## config.mk

```make
export PLATFORM = sky130hd
export DESIGN_NAME = spi_fsm
export DESIGN_NICKNAME = d
export VERILOG_FILES = /design/src/rtl/spi_fsm_pkg.sv /design/src/rtl/spi_fsm_bit_counter.sv /design/src/rtl/spi_fsm.sv
export SDC_FILE = /design/constraint.sdc
export NUM_CORES = 1
export LEC_CHECK = 0
export CORE_MARGIN = 1
export CORE_UTILIZATION = 49
export CTS_CLUSTER_DIAMETER = 200
export CTS_CLUSTER_SIZE = 25
export DETAILED_ROUTE_END_ITERATION = 12
export GPL_TIMING_DRIVEN = 0
export HOLD_SLACK_MARGIN = 0.02
export PLACE_DENSITY = 0.84
export SYNTH_ARGS = -nofsm -noshare
export SYNTH_HDL_FRONTEND = slang
export SYNTH_SLANG_ARGS = --single-unit
```

## constraint.sdc

```tcl
create_clock -name clk -period 1.65 [get_ports clk]
set_input_delay 0.495 -clock clk [delete_from_list [all_inputs] [get_ports clk]]
set_output_delay 0.495 -clock clk [all_outputs]
set_load 0.01 [all_outputs]
```

## src/rtl/spi_fsm_pkg.sv

```systemverilog
// Shared state encoding and default geometry for the SPI slave transaction controller.
package spi_fsm_pkg;

  localparam int ADDR_BITS_DEF = 7;
  localparam int DATA_BITS_DEF = 8;
  localparam int CNT_W_DEF     = 4;

  typedef enum logic [2:0] {
    IDLE       = 3'd0,
    GET_ADDR   = 3'd1,
    GOT_ADDR   = 3'd2,
    READ_LOAD  = 3'd3,
    READ_SEND  = 3'd4,
    WRITE_RECV = 3'd5,
    WRITE_MEM  = 3'd6,
    DONE       = 3'd7
  } state_e;

endpackage

```

## src/rtl/spi_fsm_bit_counter.sv

```systemverilog
// Saturating bit counter with synchronous clear; last_o flags that one more
// increment reaches the terminal count.
module spi_bit_counter #(
  parameter int CNT_W = 4
) (
  input  logic             clk,
  input  logic             reset_n,
  input  logic             clr_i,
  input  logic             inc_i,
  input  logic [CNT_W-1:0] term_i,
  output logic             last_o
);

  logic [CNT_W-1:0] count_q, count_d;

  always_comb begin
    count_d = count_q;
    if (clr_i) begin
      count_d = '0;
    end else if (inc_i && (count_q != '1)) begin
      count_d = count_q + CNT_W'(1);
    end
  end

  always_ff @(posedge clk or negedge reset_n) begin
    if (!reset_n) begin
      count_q <= '0;
    end else begin
      count_q <= count_d;
    end
  end

  assign last_o = (count_q == (term_i - CNT_W'(1)));

endmodule

```

## src/rtl/spi_fsm.sv

```systemverilog
// SPI slave transaction controller: address/RW phase followed by one read or
// write data phase, with Moore enables registered alongside the state.
module spi_fsm
  import spi_fsm_pkg::*;
#(
  parameter int ADDR_BITS = ADDR_BITS_DEF,
  parameter int DATA_BITS = DATA_BITS_DEF,
  parameter int CNT_W     = CNT_W_DEF
) (
  input  logic clk,
  input  logic reset_n,
  input  logic cs_n,
  input  logic sclk_posedge,
  input  logic sclk_negedge,
  input  logic rw_bit,
  output logic sr_we,
  output logic addr_we,
  output logic dm_we,
  output logic miso_buff,
  output logic busy
);

  localparam logic [CNT_W-1:0] ADDR_TERM = CNT_W'(ADDR_BITS + 1);
  localparam logic [CNT_W-1:0] DATA_TERM = CNT_W'(DATA_BITS);

  state_e           state_q, state_d;
  logic             cnt_last;
  logic             cnt_inc;
  logic             cnt_clr;
  logic [CNT_W-1:0] cnt_term;

  always_comb begin
    cnt_term = (state_q == GET_ADDR) ? ADDR_TERM : DATA_TERM;
    cnt_inc  = 1'b0;
    case (state_q)
      GET_ADDR, WRITE_RECV: cnt_inc = sclk_posedge;
      READ_SEND:            cnt_inc = sclk_negedge;
      default:              cnt_inc = 1'b0;
    endcase
    // Every state change starts a fresh phase, including aborts.
    cnt_clr = (state_d != state_q);
  end

  spi_bit_counter #(
    .CNT_W (CNT_W)
  ) u_bit_counter (
    .clk     (clk),
    .reset_n (reset_n),
    .clr_i   (cnt_clr),
    .inc_i   (cnt_inc),
    .term_i  (cnt_term),
    .last_o  (cnt_last)
  );

  always_comb begin
    state_d = state_q;
    case (state_q)
      IDLE:       if (!cs_n) state_d = GET_ADDR;
      GET_ADDR:   if (cs_n) state_d = IDLE;
                  else if (sclk_posedge && cnt_last) state_d = GOT_ADDR;
      GOT_ADDR:   if (cs_n) state_d = IDLE;
                  else state_d = rw_bit ? READ_LOAD : WRITE_RECV;
      READ_LOAD:  state_d = cs_n ? IDLE : READ_SEND;
      READ_SEND:  if (cs_n) state_d = IDLE;
                  else if (sclk_negedge && cnt_last) state_d = DONE;
      WRITE_RECV: if (cs_n) state_d = IDLE;
                  else if (sclk_posedge && cnt_last) state_d = WRITE_MEM;
      WRITE_MEM:  state_d = cs_n ? IDLE : DONE;
      DONE:       if (cs_n) state_d = IDLE;
      default:    state_d = IDLE;
    endcase
  end

  // Outputs are decoded from the next state so they line up with state_q.
  always_ff @(posedge clk or negedge reset_n) begin
    if (!reset_n) begin
      state_q   <= IDLE;
      addr_we   <= 1'b0;
      sr_we     <= 1'b0;
      dm_we     <= 1'b0;
      miso_buff <= 1'b0;
      busy      <= 1'b0;
    end else begin
      state_q   <= state_d;
      addr_we   <= (state_d == GOT_ADDR);
      sr_we     <= (state_d == READ_LOAD);
      dm_we     <= (state_d == WRITE_MEM);
      miso_buff <= (state_d == READ_SEND);
      busy      <= (state_d != IDLE);
    end
  end

endmodule

```

==> flow_summary_export.csv, run 1 <==
group,metric,value,unit
synthesis,synth_fp_nets,70,
clock_network,root_buffer,"clkbuf_4",
floorplanning,die_h,38.16,um
placement,place_area,748.2,sq um
sta,fin_ws,0.03569,ns
setup_path,crit_path_start_kind,"flip-flop",
synthesis,synthCells,63,
worst_hold_path,hp-class,"in2async",
pwr,leakagePower,0.3872,nW
setup_path,r2r-end,"u_bit_counter.count_q[3]$_DFFE_PN0P_",
drt,vias,530,
clock_network,clk_latency,0.28,ns
synthesis,ys_seq_elements,12,
synthesis,synth_area_leaders,"dfrtp_1 47%, a21oi_1 4.7%, nor4_2 3.9%",
floorplanning,dieArea,0.001456,sq mm
drt,drc,0,
drt,dr.pass1.iters,6,
sta,finalCritPeriodShare,97.84,%
synthesis,synth_top_cell_area_share,46.88,%
sta,final-max-slew-violation-count,0,
setup_path,r2r_slack,0.10,ns
pwr,irDropWorstVdd,0.0005707,V
clock_network,cts_sinks,12,
final_layout,layout_commonest_cell,"dfrtp_1",
setup_path,cp_top_family,"buffers and inverters",
placement,place_ws,-0.3401,ns
sta,clock_skew,0.003783,ns
grt,grt_max_degree,13,
setup_path,crit_path_top_delay_cell,"clkdlybuf4s50_1",
drt,drt-initial-drc-count,20,
grt,grt_use_total,21.14,%
sta,finalHoldViolations,0,
grt,grt_overflow,0,
grt,antenna_found_initial,0,
setup_path,path_buf_inv,1,
clock_network,cts_max_level,1,
placement,dpl.hpwl,870.8,um
setup_path,path_depth,1,
grt,first_global_vias,468,
drt,ant_nets,0,
floorplanning,initial_core_util,55.41,%
clock_network,clk_pin_slew_worst_paths,0.08,ns
final_layout,layout.nets,84,
floorplanning,core,0.001156,sq mm
final_layout,layout-drive-gt1-share,15.79,%
grt,grt_pass1_wl,1966,um
final_layout,diodes,0,
floorplanning,std_cell_rows,12,
run,max-cap-violations,0,
drt,wire_per_inst,13.42,um
setup_path,path_cells,"clkdlybuf4s50_1",
setup_path,reg2reg_depth,5,
clock_network,cts_buffers,3,
clock_network,cts_tree,"built",
synthesis,yosys_warnings,0,
setup_path,critPathMaxStageDelay,0.52,ns
clock_network,cts_hold_buf,0,
sta,max_freq,619.5,MHz
sta,rsz0062_at_grt,"no",
setup_path,cp_max_fo,1,
final_layout,final_cell_mix,"12 x dfrtp_1, 6 x a21oi_1, 5 x clkdlybuf4s50_1, 4 x clkbuf_4, 4 x nor2_1",
setup_path,cp.arrival,1.12,ns
clock_network,cts_setup_buffers,0,
sta,final.setup.tns,0,ns
setup_path,endpoint_kind,"primary output",
floorplanning,io_pins,11,
setup_path,crit_type,"reg2out",
sta,fin_crit,1.614,ns
placement,gp_congestion,0.8832,
clock_network,clockBufferDepth,2,
synthesis,synth_ff_type,"dfrtp_1",
floorplanning,die_x,38.16,um
drt,drt-total-wl,1208,um
setup_path,required,1.15,ns
synthesis,synthArstFlopShare,100.0,%
final_layout,syn2layout_area_growth,25.20,%
final_layout,design_area,802.0,sq um
synthesis,syn-cell-area,640.6,sq um
placement,port_buffers,9,
synthesis,ys_seq_area_share,46.88,%
drt,avgViaCountPerCell,5.889,
synthesis,syn_area_per_cell,10.17,sq um
status,outcome,"complete, no violations",
synthesis,synth_edf_count,0,
sta,setup_viol,0,
sta,tightestPinTransition,0.5353,ns
sta,relSlewSlack,64.16,%
synthesis,ys_types,33,
synthesis,yosys.area.top_type,"dfrtp_1",
setup_path,rr_startpoint,"state_q[0]$_DFF_PN0_",
pwr,power_density,751.9,mW/mm^2
## cells in the mapped netlist (2+ instances only)
| master | count |
|---|---|
| nor2_1 | 4 |
| nor3_1 | 3 |
| nand2b_1 | 3 |
| nand2_1 | 3 |
| nand3_1 | 2 |
| and3b_1 | 2 |
| and3_1 | 2 |
| dfrtp_1 | 12 |
| a21oi_1 | 6 |
| nor2b_1 | 2 |
| nor4_2 | 2 |
## how the worst max path moves through the flow
stage                 startpoint                              endpoint  slack (ns)
6_report         sr_we$_DFF_PN0_                                 sr_we        0.04
5_1_grt        addr_we$_DFF_PN0_                               addr_we      0.0003
4_1_cts           busy$_DFF_PN0_                                  busy       0.001
3_5_place_dp        sclk_posedge  u_bit_counter.count_q[2]$_DFFE_PN0P_       -0.34
3_3_place_gp        sclk_posedge  u_bit_counter.count_q[3]$_DFFE_PN0P_       -0.29
2_1_floorplan               cs_n  u_bit_counter.count_q[3]$_DFFE_PN0P_        0.17
## per-layer routing
layer | wire [um] | global-route usage (%) | up-vias
met5 | 0 | 0 | -
met4 | 46 | 18.75 | 0
met3 | 76 | 5.233 | 4
met2 | 551 | 29.66 | 19
met1 | 532 | 26.52 | 249
li1 | - | - | 258
## per-stage QoR
| stage | std cells | total power, mW | utilization (%) | hold slack (ns) |
|---|---|---|---|---|
| 2_1_floorplan | 63 | 0.3435 | - | 0.1994 |
| 3_3_place_gp | 86 | 0.3684 | 64.72 | 0.5824 |
| 3_5_place_dp | 86 | 0.3702 | 64.72 | 0.5913 |
| 4_1_cts | 90 | 0.6052 | 68.72 | 0.5571 |
| 5_1_grt | 90 | 0.6229 | 69.37 | 0.5921 |
| 6_report | 90 | 0.6030 | 69.37 | 0.5554 |
## kinds of logic (layout without fill, tap and decap cells)
family / after synthesis / count (layout) / share of synthesized area (%)
compound gates: 12 / 12 / 11.92
xor+xnor: 1 / 1 / 1.367
fa+ha+maj: 1 / 1 / 1.953
buf+inv: 3 / 16 / 1.951
flops: 12 / 12 / 46.88
mux: 1 / 1 / 1.563
simple gates: 33 / 33 / 34.38
## repair_timing
action | in CTS | in global routing
gates resized for setup | 6 | 3
setup endpoints to repair | 2 | 3
pin swaps | 5 | 2
## where the power goes
part	internal [mW]	switching (mW)	leakage, nW
sequential	0.301	0.00548	0.162
clock	0.134	0.103	0.0210
combinational	0.0255	0.0330	0.204
total	0.461	0.142	0.387
## flip-flops by register name (all words and copies together), names as in the netlist
name / count
u_bit_counter.count_q: 4
state_q: 3
addr_we: 1
busy: 1
dm_we: 1
miso_buff: 1
sr_we: 1
## final cells by class
cell class / count / area, sq um
fillers: 89 / 354.1
multi-input cells: 48 / 340.3
flip-flops and latches: 12 / 300.3
repair buffers: 9 / 92.59
clock buffers: 4 / 36.28
well taps: 14 / 17.52
plain buffers: 2 / 11.26
inverters: 1 / 3.754
No activity file was read; power rests on OpenSTA's default activity.
==> inputs of run 2 (changes only) <==
--- a/config.mk
+++ b/config.mk
@@ -5,7 +5,7 @@
 export SDC_FILE = /design/constraint.sdc
 export NUM_CORES = 1
 export LEC_CHECK = 0
-export CORE_MARGIN = 1
+export CORE_MARGIN = 5
 export CORE_UTILIZATION = 49
 export CTS_CLUSTER_DIAMETER = 200
 export CTS_CLUSTER_SIZE = 25
==> run 2 against run 1 <==
Against the previous run:
- fmax decreased by 0.21%
- core utilization fell by 4.5 points
- routed wire length rose by 13%
- clock power about the same
- power increased by 1.2%
- critical path depth did not move
- first-iteration DRC count is 80% lower
- critical path type unchanged
- largest cell class unchanged
- largest power group unchanged
==> flow_summary_export.csv, run 2 (synthesis gave the netlist of run 1 again) <==
group,metric,value,unit
status,outcome,"complete, no violations",
clock_network,clk_pin_slew_worst_paths,0.08,ns
grt,grt_pass1_wl,2201,um
sta,fin_crit,1.618,ns
grt,grt_use_total,14.73,%
final_layout,syn2layout_area_growth,28.52,%
final_layout,layout_commonest_cell,"dfrtp_1",
sta,fin_ws,0.03232,ns
floorplanning,die_x,46.16,um
drt,drt-initial-drc-count,4,
placement,place_area,749.5,sq um
sta,worst_hold_slack,0.5503,ns
sta,relSlewSlack,64.09,%
floorplanning,die_h,46.16,um
setup_path,cp.arrival,1.12,ns
drt,drc,0,
floorplanning,dieArea,0.002130,sq mm
clock_network,cts_max_level,1,
drt,wire_per_inst,14.65,um
setup_path,reg2reg_depth,5,
worst_hold_path,hold_depth,2,
setup_path,path_cells,"clkdlybuf4s50_1",
sta,tightestPinTransition,0.5370,ns
setup_path,crit_path_top_delay_cell,"clkdlybuf4s50_1",
sta,setup_viol,0,
final_layout,design_area,823.3,sq um
drt,drt-total-wl,1362,um
setup_path,required,1.15,ns
final_layout,top_register,"u_bit_counter.count_q",
worst_hold_path,hp-class,"in2reg",
setup_path,path_buf_inv,1,
grt,first_global_vias,501,
sta,max_freq,618.2,MHz
grt,grt_max_degree,13,
drt,avgViaCountPerCell,5.495,
setup_path,crit_path_start_kind,"flip-flop",
final_layout,final_cell_mix,"12 x dfrtp_1, 6 x a21oi_1, 5 x dlymetal6s2s_1, 4 x nor2_1",
grt,antenna_found_initial,0,
clock_network,clockBufferDepth,2,
final_layout,num-fill-cells,108,
final_layout,largest_reg_flops,4,
sta,final-max-slew-violation-count,0,
final_layout,layout-drive-gt1-share,20.51,%
pwr,power_density,741.6,mW/mm^2
placement,gp_congestion,0.7826,
clock_network,cts_buffers,3,
floorplanning,std_cell_rows,13,
clock_network,cts_hold_buf,0,
sta,final.setup.tns,0,ns
clock_network,root_buffer,"clkbuf_4",
setup_path,critPathMaxStageDelay,0.52,ns
setup_path,cp_top_family,"buffers and inverters",
clock_network,cts_tree,"built",
grt,grt_overflow,0,
pwr,leakagePower,0.4416,nW
clock_network,cts_sinks,12,
drt,dr.pass1.iters,4,
final_layout,diodes,0,
sta,finalCritPeriodShare,98.04,%
floorplanning,initial_core_util,50.49,%
placement,port_buffers,9,
pwr,irDropWorstVdd,0.0004874,V
run,max-cap-violations,0,
final_layout,reg_top3,"u_bit_counter.count_q x4, state_q x3",
placement,place_ws,-0.3024,ns
placement,dpl.hpwl,901.8,um
clock_network,clk_latency,0.28,ns
setup_path,endpoint_kind,"primary output",
floorplanning,core,0.001269,sq mm
setup_path,cp_max_fo,1,
sta,clock_skew,0.001993,ns
drt,ant_nets,0,
sta,finalHoldViolations,0,
setup_path,path_depth,1,
floorplanning,io_pins,11,
drt,vias,511,
final_layout,layout.nets,86,
setup_path,crit_type,"reg2out",
## run 2: what timing repair did
item	CTS	global route
pin swaps	1	3
gates cloned	0	0
setup endpoints to repair	3	10
buffers inserted	0	2
gates resized for setup	2	9
## run 2: path summary, 6_finish.rpt
kind | start | endpoint | slack, ns
max | miso_buff$_DFF_PN0_ | miso_buff | 0.03
min reg2reg | state_q[2]$_DFF_PN0_ | state_q[2]$_DFF_PN0_ | 0.61
min in group asynchronous | reset_n | state_q[2]$_DFF_PN0_ | 0.56
min | cs_n | busy$_DFF_PN0_ | 0.55
max reg2reg | u_bit_counter.count_q[0]$_DFFE_PN0P_ | state_q[0]$_DFF_PN0_ | 0.09
max in group asynchronous | reset_n | u_bit_counter.count_q[0]$_DFFE_PN0P_ | 0.74
## run 2: metal layers
metal	track usage [%]	vias to the layer above	share of wire, %
met5	0	-	0
met1	18.66	237	47
met2	22.53	9	46
met4	6.818	0	1.8
met3	4.688	4	4.7
li1	-	261	-
## run 2: cell type report
cell class	count	area, sq um	area share [%]
well taps	15	18.77	2.280
inverters	1	3.754	0.4559
multi-input cells	48	339.1	41.19
plain buffers	2	8.758	1.064
clock buffers	4	36.28	4.407
flip-flops and latches	12	300.3	36.47
repair buffers	11	116.4	14.13
## run 2: per-stage QoR
| stage | cells | utilization [%] | power, mW |
|---|---|---|---|
| 5_1_grt | 93 | 64.89 | 0.6422 |
| 3_5_place_dp | 87 | 59.07 | 0.3707 |
| 3_3_place_gp | 87 | 59.07 | 0.3682 |
| 2_1_floorplan | 63 | - | 0.3435 |
| 6_report | 93 | 64.89 | 0.6105 |
| 4_1_cts | 91 | 61.93 | 0.6050 |
## run 2: power breakdown
| part | total [mW] | switching, mW | internal, mW |
|---|---|---|---|
| Clock | 0.241 | 0.107 | 0.134 |
| Sequential | 0.306 | 0.00518 | 0.301 |
| Combinational | 0.0627 | 0.0347 | 0.0280 |
| Total | 0.611 | 0.147 | 0.464 |
